--- config.mk ---
export PLATFORM = sky130hd
export DESIGN_NAME = audio_softmute
export DESIGN_NICKNAME = d
export VERILOG_FILES = /design/src/rtl/audio_softmute_pkg.sv /design/src/rtl/audio_dcblock.sv /design/src/rtl/audio_softmute.sv
export SDC_FILE = /design/constraint.sdc
export NUM_CORES = 1
export LEC_CHECK = 0
export CAP_MARGIN = 15
export CORE_ASPECT_RATIO = 0.75
export CORE_MARGIN = 2
export CORE_UTILIZATION = 50
export DETAILED_ROUTE_END_ITERATION = 16
export PLACE_DENSITY_LB_ADDON = 0.1
export SYNTH_ARGS = -nofsm -noshare
export SYNTH_HDL_FRONTEND = slang
export SYNTH_SLANG_ARGS = --single-unit
--- constraint.sdc ---
create_clock -name clk_sys -period 10.72 [get_ports clk_sys]
set_input_delay 1.072 -clock clk_sys [delete_from_list [all_inputs] [get_ports clk_sys]]
set_output_delay 1.072 -clock clk_sys [all_outputs]
set_load 0.02 [all_outputs]
--- src/rtl/audio_softmute_pkg.sv ---
// Shared types and constants for the audio soft-mute stage.
// The optional DC-blocking filter is enabled with the AUDIO_DCBLOCK_EN macro.
package audio_softmute_pkg;

   localparam int SAMPLE_W  = 16;
   localparam int GAIN_W    = 9;
   localparam int PROD_W    = 25;
   localparam int DCB_ACC_W = 18;

   localparam logic [GAIN_W-1:0] GAIN_UNITY = 9'd256;

   localparam logic [2:0] ST_MUTED = 3'd0;
   localparam logic [2:0] ST_HOLD  = 3'd1;
   localparam logic [2:0] ST_UP    = 3'd2;
   localparam logic [2:0] ST_PASS  = 3'd3;
   localparam logic [2:0] ST_DOWN  = 3'd4;

   typedef enum logic [2:0] {
      MUTED = ST_MUTED,
      HOLD  = ST_HOLD,
      UP    = ST_UP,
      PASS  = ST_PASS,
      DOWN  = ST_DOWN
   } state_e;

endpackage

--- src/rtl/audio_dcblock.sv ---
// One-channel DC-blocking high-pass: y[n] = x[n] - x[n-1] + y[n-1] - (y[n-1] >>> 10).
// Used by audio_softmute only when AUDIO_DCBLOCK_EN is defined.
module audio_dcblock
   import audio_softmute_pkg::*;
(
   input  logic                clk_sys,
   input  logic                reset_n,
   input  logic                ce,
   input  logic [SAMPLE_W-1:0] x,
   output logic [SAMPLE_W-1:0] y
);

   localparam int SUM_W = DCB_ACC_W + 2;
   localparam logic signed [SUM_W-1:0]     ACC_MAX = SUM_W'((1 << (DCB_ACC_W - 1)) - 1);
   localparam logic signed [SUM_W-1:0]     ACC_MIN = SUM_W'(-(1 << (DCB_ACC_W - 1)));
   localparam logic signed [DCB_ACC_W-1:0] OUT_MAX = DCB_ACC_W'(32767);
   localparam logic signed [DCB_ACC_W-1:0] OUT_MIN = DCB_ACC_W'(-32768);

   function automatic logic signed [DCB_ACC_W-1:0] sat_acc(input logic signed [SUM_W-1:0] v);
      if (v > ACC_MAX) return DCB_ACC_W'(ACC_MAX);
      if (v < ACC_MIN) return DCB_ACC_W'(ACC_MIN);
      return DCB_ACC_W'(v);
   endfunction

   function automatic logic [SAMPLE_W-1:0] sat_out(input logic signed [DCB_ACC_W-1:0] v);
      if (v > OUT_MAX) return SAMPLE_W'(OUT_MAX);
      if (v < OUT_MIN) return SAMPLE_W'(OUT_MIN);
      return SAMPLE_W'(v);
   endfunction

   logic signed [SAMPLE_W-1:0]  x_prev_q, x_prev_d;
   logic signed [DCB_ACC_W-1:0] acc_q, acc_d;
   logic        [SAMPLE_W-1:0]  y_q, y_d;
   logic signed [SUM_W-1:0]     sum;

   assign sum = SUM_W'($signed(x)) - SUM_W'(x_prev_q) + SUM_W'(acc_q) - SUM_W'(acc_q >>> 10);

   always_comb begin
      x_prev_d = x_prev_q;
      acc_d    = acc_q;
      y_d      = y_q;
      if (ce) begin
         x_prev_d = $signed(x);
         acc_d    = sat_acc(sum);
         y_d      = sat_out(sat_acc(sum));
      end
   end

   // Filter history survives mute; only reset clears it.
   always_ff @(posedge clk_sys) begin
      if (!reset_n) begin
         x_prev_q <= '0;
         acc_q    <= '0;
         y_q      <= '0;
      end else begin
         x_prev_q <= x_prev_d;
         acc_q    <= acc_d;
         y_q      <= y_d;
      end
   end

   assign y = y_q;

endmodule

--- src/rtl/audio_softmute.sv ---
// Click-free mute for the stereo audio path: fade down, silent hold, fade up to unity.
// Define AUDIO_DCBLOCK_EN to insert a per-channel DC-blocking filter ahead of the gain stage.
module audio_softmute
   import audio_softmute_pkg::*;
#(
   parameter int HOLD_SAMPLES = 4096,
   parameter int RAMP_DIV     = 64
) (
   input  logic                clk_sys,
   input  logic                reset_n,
   input  logic                sample_ce,
   input  logic                mute_req,
   input  logic [SAMPLE_W-1:0] in_l,
   input  logic [SAMPLE_W-1:0] in_r,
   output logic [SAMPLE_W-1:0] out_l,
   output logic [SAMPLE_W-1:0] out_r,
   output logic                out_valid,
   output logic                muted
);

   localparam int HOLD_W = (HOLD_SAMPLES > 1) ? $clog2(HOLD_SAMPLES) : 1;
   localparam int DIV_W  = (RAMP_DIV > 1) ? $clog2(RAMP_DIV) : 1;
   localparam logic [HOLD_W-1:0] HOLD_LAST = HOLD_W'(HOLD_SAMPLES - 1);
   localparam logic [DIV_W-1:0]  DIV_LAST  = DIV_W'(RAMP_DIV - 1);

   // Floor of (s * g) / 256; exact for g == 256, zero for g == 0.
   function automatic logic [SAMPLE_W-1:0] apply_gain(input logic [SAMPLE_W-1:0] s,
                                                     input logic [GAIN_W-1:0]   g);
      logic signed [PROD_W-1:0] s_x;
      logic signed [PROD_W-1:0] g_x;
      logic signed [PROD_W-1:0] prod;
      s_x  = PROD_W'($signed(s));
      g_x  = $signed(PROD_W'(g));
      prod = s_x * g_x;
      return SAMPLE_W'(prod >>> 8);
   endfunction

   state_e              state_q, state_d;
   logic [GAIN_W-1:0]   gain_q, gain_d;
   logic [HOLD_W-1:0]   hold_q, hold_d;
   logic [DIV_W-1:0]    div_q, div_d;

   logic                vld_p0_q, vld_p0_d;
   logic [SAMPLE_W-1:0] in_l_p0_q, in_l_p0_d;
   logic [SAMPLE_W-1:0] in_r_p0_q, in_r_p0_d;
   logic [GAIN_W-1:0]   gain_p0_q, gain_p0_d;

   logic                mul_vld;
   logic [SAMPLE_W-1:0] mul_l, mul_r;
   logic [GAIN_W-1:0]   mul_gain;

   logic [SAMPLE_W-1:0] out_l_q, out_l_d;
   logic [SAMPLE_W-1:0] out_r_q, out_r_d;
   logic                out_valid_q, out_valid_d;
   logic                muted_q, muted_d;

   always_comb begin
      state_d = state_q;
      gain_d  = gain_q;
      hold_d  = hold_q;
      div_d   = div_q;
      if (sample_ce) begin
         case (state_q)
            MUTED: begin
               gain_d = '0;
               if (!mute_req) begin
                  state_d = HOLD;
                  hold_d  = '0;
                  div_d   = '0;
               end
            end
            HOLD: begin
               if (mute_req) begin
                  state_d = MUTED;
                  div_d   = '0;
               end else if (hold_q == HOLD_LAST) begin
                  state_d = UP;
                  div_d   = '0;
               end else begin
                  hold_d = hold_q + 1'b1;
               end
            end
            UP: begin
               // A mute request wins over reaching unity on the same sample.
               if (mute_req) begin
                  state_d = DOWN;
                  div_d   = '0;
               end else if (div_q == DIV_LAST) begin
                  div_d  = '0;
                  gain_d = gain_q + 1'b1;
                  if (gain_q == GAIN_UNITY - 1'b1) state_d = PASS;
               end else begin
                  div_d = div_q + 1'b1;
               end
            end
            PASS: begin
               gain_d = GAIN_UNITY;
               if (mute_req) begin
                  state_d = DOWN;
                  div_d   = '0;
               end
            end
            DOWN: begin
               if (div_q == DIV_LAST) begin
                  div_d = '0;
                  if (gain_q <= GAIN_W'(1)) begin
                     gain_d  = '0;
                     state_d = MUTED;
                  end else begin
                     gain_d = gain_q - 1'b1;
                  end
               end else begin
                  div_d = div_q + 1'b1;
               end
            end
            default: begin
               state_d = MUTED;
               gain_d  = '0;
               div_d   = '0;
            end
         endcase
      end
   end

   // Stage p0: capture inputs with the gain in force before this sample's update.
   always_comb begin
      vld_p0_d  = sample_ce;
      in_l_p0_d = sample_ce ? in_l   : in_l_p0_q;
      in_r_p0_d = sample_ce ? in_r   : in_r_p0_q;
      gain_p0_d = sample_ce ? gain_q : gain_p0_q;
   end

`ifdef AUDIO_DCBLOCK_EN
   logic                vld_p1_q, vld_p1_d;
   logic [GAIN_W-1:0]   gain_p1_q, gain_p1_d;
   logic [SAMPLE_W-1:0] dcb_l, dcb_r;

   // Stage p1: DC-blocking filter, gain travels alongside.
   audio_dcblock u_dcb_l (
      .clk_sys (clk_sys),
      .reset_n (reset_n),
      .ce      (vld_p0_q),
      .x       (in_l_p0_q),
      .y       (dcb_l)
   );

   audio_dcblock u_dcb_r (
      .clk_sys (clk_sys),
      .reset_n (reset_n),
      .ce      (vld_p0_q),
      .x       (in_r_p0_q),
      .y       (dcb_r)
   );

   always_comb begin
      vld_p1_d  = vld_p0_q;
      gain_p1_d = vld_p0_q ? gain_p0_q : gain_p1_q;
   end

   always_ff @(posedge clk_sys) begin
      if (!reset_n) vld_p1_q <= 1'b0;
      else          vld_p1_q <= vld_p1_d;
   end

   always_ff @(posedge clk_sys) gain_p1_q <= gain_p1_d;

   assign mul_vld  = vld_p1_q;
   assign mul_l    = dcb_l;
   assign mul_r    = dcb_r;
   assign mul_gain = gain_p1_q;
`else
   assign mul_vld  = vld_p0_q;
   assign mul_l    = in_l_p0_q;
   assign mul_r    = in_r_p0_q;
   assign mul_gain = gain_p0_q;
`endif

   // Output stage: multiply, shift, hold between samples.
   always_comb begin
      out_l_d     = mul_vld ? apply_gain(mul_l, mul_gain) : out_l_q;
      out_r_d     = mul_vld ? apply_gain(mul_r, mul_gain) : out_r_q;
      out_valid_d = mul_vld;
      muted_d     = (gain_q == '0);
   end

   always_ff @(posedge clk_sys) begin
      if (!reset_n) begin
         state_q     <= MUTED;
         gain_q      <= '0;
         hold_q      <= '0;
         div_q       <= '0;
         vld_p0_q    <= 1'b0;
         out_l_q     <= '0;
         out_r_q     <= '0;
         out_valid_q <= 1'b0;
         muted_q     <= 1'b1;
      end else begin
         state_q     <= state_d;
         gain_q      <= gain_d;
         hold_q      <= hold_d;
         div_q       <= div_d;
         vld_p0_q    <= vld_p0_d;
         out_l_q     <= out_l_d;
         out_r_q     <= out_r_d;
         out_valid_q <= out_valid_d;
         muted_q     <= muted_d;
      end
   end

   always_ff @(posedge clk_sys) begin
      in_l_p0_q <= in_l_p0_d;
      in_r_p0_q <= in_r_p0_d;
      gain_p0_q <= gain_p0_d;
   end

   assign out_l     = out_l_q;
   assign out_r     = out_r_q;
   assign out_valid = out_valid_q;
   assign muted     = muted_q;

endmodule

Yosys cells after proc, flatten, opt, wreduce, memory -nomap -nowiden

Index checks and enable logic that the tools add are counted.

Register bits: 106

Eq/ne operators: 18
Multiplexer cells: 26
Magnitude comparators: 1
Reduce and logical (&&, ||, !) cells: 7
Bitwise operators: 1
$add $sub $neg: 4
Multiply operators: 2

Operators with widths:

| operator                                                               | count |
|---|---|
| 16-bit by 10-bit multiplier with 24-bit output                         | 2 |
| 12-bit two-way mux                                                     | 3 |
| 6-bit two-way mux                                                      | 6 |
| 9-bit two-way mux                                                      | 4 |
| 9-bit one-hot mux with 4 select lines                                  | 1 |
| 6-bit one-hot mux with 5 select lines                                  | 1 |
| 3-bit two-way mux                                                      | 9 |
| 12-bit one-hot mux with 2 select lines                                 | 1 |
| 2-bit inequality test (second input constant)                          | 8 |
| 3-bit one-hot mux with 5 select lines                                  | 1 |
| 12-bit by 1-bit adder with 12-bit output (second input constant)       | 1 |
| 12-bit equality test (second input constant)                           | 1 |
| 5-bit AND reduction                                                    | 2 |
| 9-bit by 1-bit adder with 9-bit output (second input constant)         | 1 |
| 9-bit by 8-bit equality test with 1-bit output (second input constant) | 1 |
| 9-bit by 1-bit <= comparator with 1-bit output (second input constant) | 1 |
| 9-bit zero test                                                        | 1 |
| 3-bit inequality test (second input constant)                          | 3 |
| 9-bit by 1-bit subtractor with 9-bit output (second input constant)    | 1 |
| 8-bit AND reduction                                                    | 1 |
| 6-bit by 1-bit adder with 6-bit output (second input constant)         | 1 |
| 3-bit by 2-bit equality test with 1-bit output (second input constant) | 2 |
| 6-bit equality test (second input constant)                            | 1 |
| 4-bit AND reduction                                                    | 1 |
| other kinds (5)                                                        | 5 |

Longest topological paths before layout

Word-level depth: 5
Mapped depth: 22
Depth with buffers taken out: 20

Worst setup path after synthesis

Ideal clock, no wire load.

Path kind: reg-to-reg
Start: reg gain_p0_q[1]
End: reg out_r_q[14], in the netlist out_r[14]
Buffers on the path: 2
Setup time: 0.079 ns
Data arrival time: 5.597 ns
Stages on the path, launching flop included: 21
Path slack: 5.044 ns
Clock period less this slack: 5.676 ns
Cell sequence: edfxtp_1 clkbuf_1 clkbuf_1 nand2_1 fa_1 inv_1 fa_1 inv_1 fa_1 fa_1 fa_1 inv_1 ha_1 a21o_1 a221o_1 a41oi_4 a211oi_2 o31ai_4 o21ai_2 a211o_1 o211ai_1

Cells in the longest elaborated chain, start to end: 1

RTL lines:

| element                                        | line                  | text |
|---|---|---|
| start: declaration                             | audio_softmute.sv:46  | `logic [GAIN_W-1:0] gain_p0_q, gain_p0_d;` |
| start signal: assignment                       | audio_softmute.sv:213 | `gain_p0_q <= gain_p0_d;` |
| 16-bit by 10-bit multiplier with 24-bit output | audio_softmute.sv:34  | `prod = s_x * g_x;` |
| end signal: assignment                         | audio_softmute.sv:204 | `out_r_q <= out_r_d;` |
| end: declaration                               | audio_softmute.sv:53  | `logic [SAMPLE_W-1:0] out_r_q, out_r_d;` |

No other way between the ends.
A chain may end at the register's enable or synchronous reset.

Final worst setup path

Start: reg gain_p0_q[6]
End: reg out_l_q[14], in the netlist out_l[14]

Cells in the longest elaborated chain, start to end: 1

RTL lines:

| element                                        | line                  | text |
|---|---|---|
| 16-bit by 10-bit multiplier with 24-bit output | audio_softmute.sv:34  |  |
| end signal: assignment                         | audio_softmute.sv:203 | `out_l_q <= out_l_d;` |
| end: declaration                               | audio_softmute.sv:52  | `logic [SAMPLE_W-1:0] out_l_q, out_l_d;` |

No other way between the ends.

==> impl_metrics.csv <==
group,metric,value,unit
placed_design,place_hpwl,23.9,mm
power_and_ir_drop,peakVddDrop,0.130,mV
critical_path,startpoint,"gain_p0_q[6]",
global_route,grt_max_degree,47,
critical_path,crit_fanout,21,
detailed_routing,wl,31.8,mm
clocking,clk_latency,380,ps
power_and_ir_drop,total_power,2.55,mW
final_layout,fillers,2424,
detailed_routing,maxUsedRoutingLayer,"met4",
synthesis,synth-edff-count,41,
critical_path,timing.rr.start,"gain_p0_q[6]",
critical_path,r2r_setup_slack,4660,ps
critical_path,slowest_delay,680,ps
sta,slew_violations,0,
clocking,post_cts_buffers,0,
final_layout,drive_above_1_share,3.11,%
synthesis,avgSynthCellArea,9.24,um^2
sta,rsz0062_at_grt,"no",
detailed_routing,drc,0,
clocking,clk_pin_slew,80,ps
global_route,grt_usage,24.3,%
detailed_routing,wl_met1,15.5,mm
synthesis,ys_warn_count,0,
synthesis,netlist_instances,1482,
outcome,outcome,"completed",
clocking,hold_buffers,0,
placed_design,gp_congestion,0.831,
sta,whs,465,ps
global_route,grt_first_pass_wirelength,54.5,mm
detailed_routing,vias,9777,
final_layout,multi_input_area,9790,um^2
clocking,cts_buffer_depth,2,
die,fp.coreArea,26900,um^2
critical_path,cp_slowest_cell,"edfxtp_1",
critical_path,rr_endpoint,"out_l[14]",
critical_path,crit_top_cell,"fa_1",
placed_design,place_inst,1845,
die,die_area,28700,um^2
sta,setup_slack,4660,ps
critical_path,path_class,"reg2reg",
detailed_routing,met2_length,14.2,mm
worst_hold_path,hold_path_end,"out_l[11]",
worst_hold_path,hp-start,"out_l[11]",
detailed_routing,first_pass_iters,5,
critical_path,worst_setup_path_start_kind,"register",
final_layout,final_nets,1877,
detailed_routing,drt_iter0_drc,619,
final_layout,antenna_cells,0,
clocking,cts-root-buf,"clkbuf_16",
die,io_pins,70,
final_layout,regArea,2530,um^2
die,die_w,195,um
synthesis,yosysUniqueCellTypes,67,
global_route,overflow,0,
worst_hold_path,holdPathStages,2,
sta,fin_crit_sh,56.6,%
global_route,grt_pass1_vias,10200,
critical_path,critPathArrivalTime,6340,ps
sta,finalHoldViolations,0,
die,rows,52,
clocking,cts_tree,"built",
synthesis,synth_top_flop_cell,"dfxtp_1",
clocking,cts.htree.levels,3,
global_route,antenna_found_initial,0,
power_and_ir_drop,powerDensity,170,nW/um^2
detailed_routing,met3WireLength,1.79,mm
die,chipHeight,147,um
clocking,numCtsBuffers,9,
die,initial_core_util,50.8,%
sta,fin_setup_tns,0,ps
synthesis,yosys_register_bits,106,
placed_design,placed_area,14600,um^2
sta,fmax,165,MHz
sta,skew,12.8,ps
detailed_routing,ant_nets,0,
final_layout,fin_util,55.6,%
synthesis,async_flop_share,0,%
clocking,cts_resized,0,
sta,setup_viol_count_final,0,
placed_design,pre_cts_ws,4410,ps
sta,period_minus_slack,6060,ps
critical_path,path_cells,"buf_4, nand2_1, fa_1, fa_1, inv_1, fa_1, fa_1, inv_1, fa_1, inv_1, ha_1, a21o_1, a31oi_1, a31oi_4, a2111oi_4, o311ai_2, or2_1, a32o_1",
final_layout,area_growth,9.32,%
synthesis,synth.cell_area,13700,um^2
detailed_routing,vias_per_cell,5.25,
power_and_ir_drop,p_leak,7.19,nW
clocking,cts.sinks,106,
synthesis,syn-num-nets,1853,
critical_path,rr_worst_depth,18,
job,maxCapViolations,0,
critical_path,critPathCaptureType,"register",
worst_hold_path,min_path_type,"reg2reg",
sta,tightestPinTransition,847,ps
final_layout,finalInstanceArea,15000,um^2
synthesis,seq_area_frac_synth,18.5,%
critical_path,cp.required,10990,ps
placed_design,io_buffers,69,
final_layout,instances_no_fill,1862,
sta,max_slew_margin,43.3,%
detailed_routing,wl_per_cell,17.1,um
-- worst max-delay path by stage --
| stage | depth (start not counted) | to | slack, ps |
|---|---|---|---|
| floorplan | 20 | out_r[14] | 5040 |
| global placement | 18 | out_r[15] | 4530 |
| detailed placement | 18 | out_r[14] | 4410 |
| CTS | 18 | out_r[15] | 4380 |
| global route | 19 | out_r[11] | 4360 |
| finish | 18 | out_l[14] | 4660 |
-- flip-flops by register name, indices dropped and copies added, names as in the netlist, 3 cells and up --
register / flops
gain_p0_q: 9
out_l: 16
out_r: 16
gain_q: 9
in_r_p0_q: 16
div_q: 6
hold_q: 12
state_q: 3
in_l_p0_q: 16
-- per-layer routing --
layer	up-vias	track usage (%)
met2	230	38.1
met5	-	0
li1	4633	-
met1	4887	35.4
met3	27	4.75
met4	0	5.00
-- cell type report --
type                    instances  area share, %
clock inverters                 6          0.359
multi-input cells            1012           65.4
clock buffers                  10           1.60
well taps                     351           2.93
repair buffers                 82           5.37
flip-flops and latches        106           16.9
inverters                     295           7.40
-- critical path, delay by kind of cell (launching register included) --
family | cells | cell delay (ps)
buffers and inverters | 4 | 520
adders and majority gates | 6 | 2770
and+or+nand+nor | 2 | 340
AOI/OAI and AO/OA | 6 | 1650
DFF | 1 | 680
-- power by group --
part           total [mW]  internal, mW  leakage [nW]  switching (mW)
registers           0.554         0.482         0.935          0.0719
clock network       0.358         0.170         0.148           0.188
logic                1.63         0.732          6.10           0.901
-- placed cells by master (no fill, tap or decap), types with 14 or more instances in the layout --
cell type / count
nand3_1: 20
nor2_1: 52
and2_1: 126
a21oi_1: 37
dfxtp_1: 65
xnor2_1: 36
fa_1: 228
nor3_1: 14
edfxtp_1: 41
clkdlybuf4s50_1: 68
o21ai_0: 28
nand2_1: 202
xor2_1: 19
inv_1: 293
ha_1: 107
-- cell usage after synthesis (4+ instances only) --
cell type | instances | area (um^2)
or3_1 | 7 | 43.8
a211oi_1 | 5 | 37.5
o22ai_1 | 5 | 31.3
xnor2_1 | 36 | 315
a21oi_1 | 37 | 185
ha_1 | 107 | 1340
nand2_1 | 202 | 758
nor2_1 | 52 | 195
buf_1 | 7 | 26.3
a211o_1 | 4 | 35.0
a21o_1 | 10 | 75.1
a31oi_1 | 4 | 25.0
nand3_1 | 20 | 100
o21a_1 | 5 | 37.5
fa_1 | 228 | 4560
and3_1 | 4 | 25.0
dfxtp_1 | 65 | 1300
nand4_1 | 8 | 50.1
mux2i_1 | 11 | 110
edfxtp_1 | 41 | 1230
clkbuf_1 | 62 | 233
xor2_1 | 19 | 166
a22oi_1 | 7 | 52.6
and2_1 | 126 | 788
inv_1 | 293 | 1100
o21ai_0 | 28 | 140
o21ai_1 | 4 | 20.0
o211ai_1 | 7 | 52.6
nor3_1 | 14 | 70.1
nand2b_1 | 5 | 31.3
-- cells by family after synthesis --
family	after synthesis	synth area share (%)
xor gates and xnor gates	55	3.52
and+or+nand+nor	461	16.3
muxes	11	0.804
buffers and inverters	364	9.98
adders and majority gates	335	43.1
DFF	106	18.5
AOI/OAI and AO/OA	150	7.74
No activity file was read; power rests on OpenSTA's default activity.
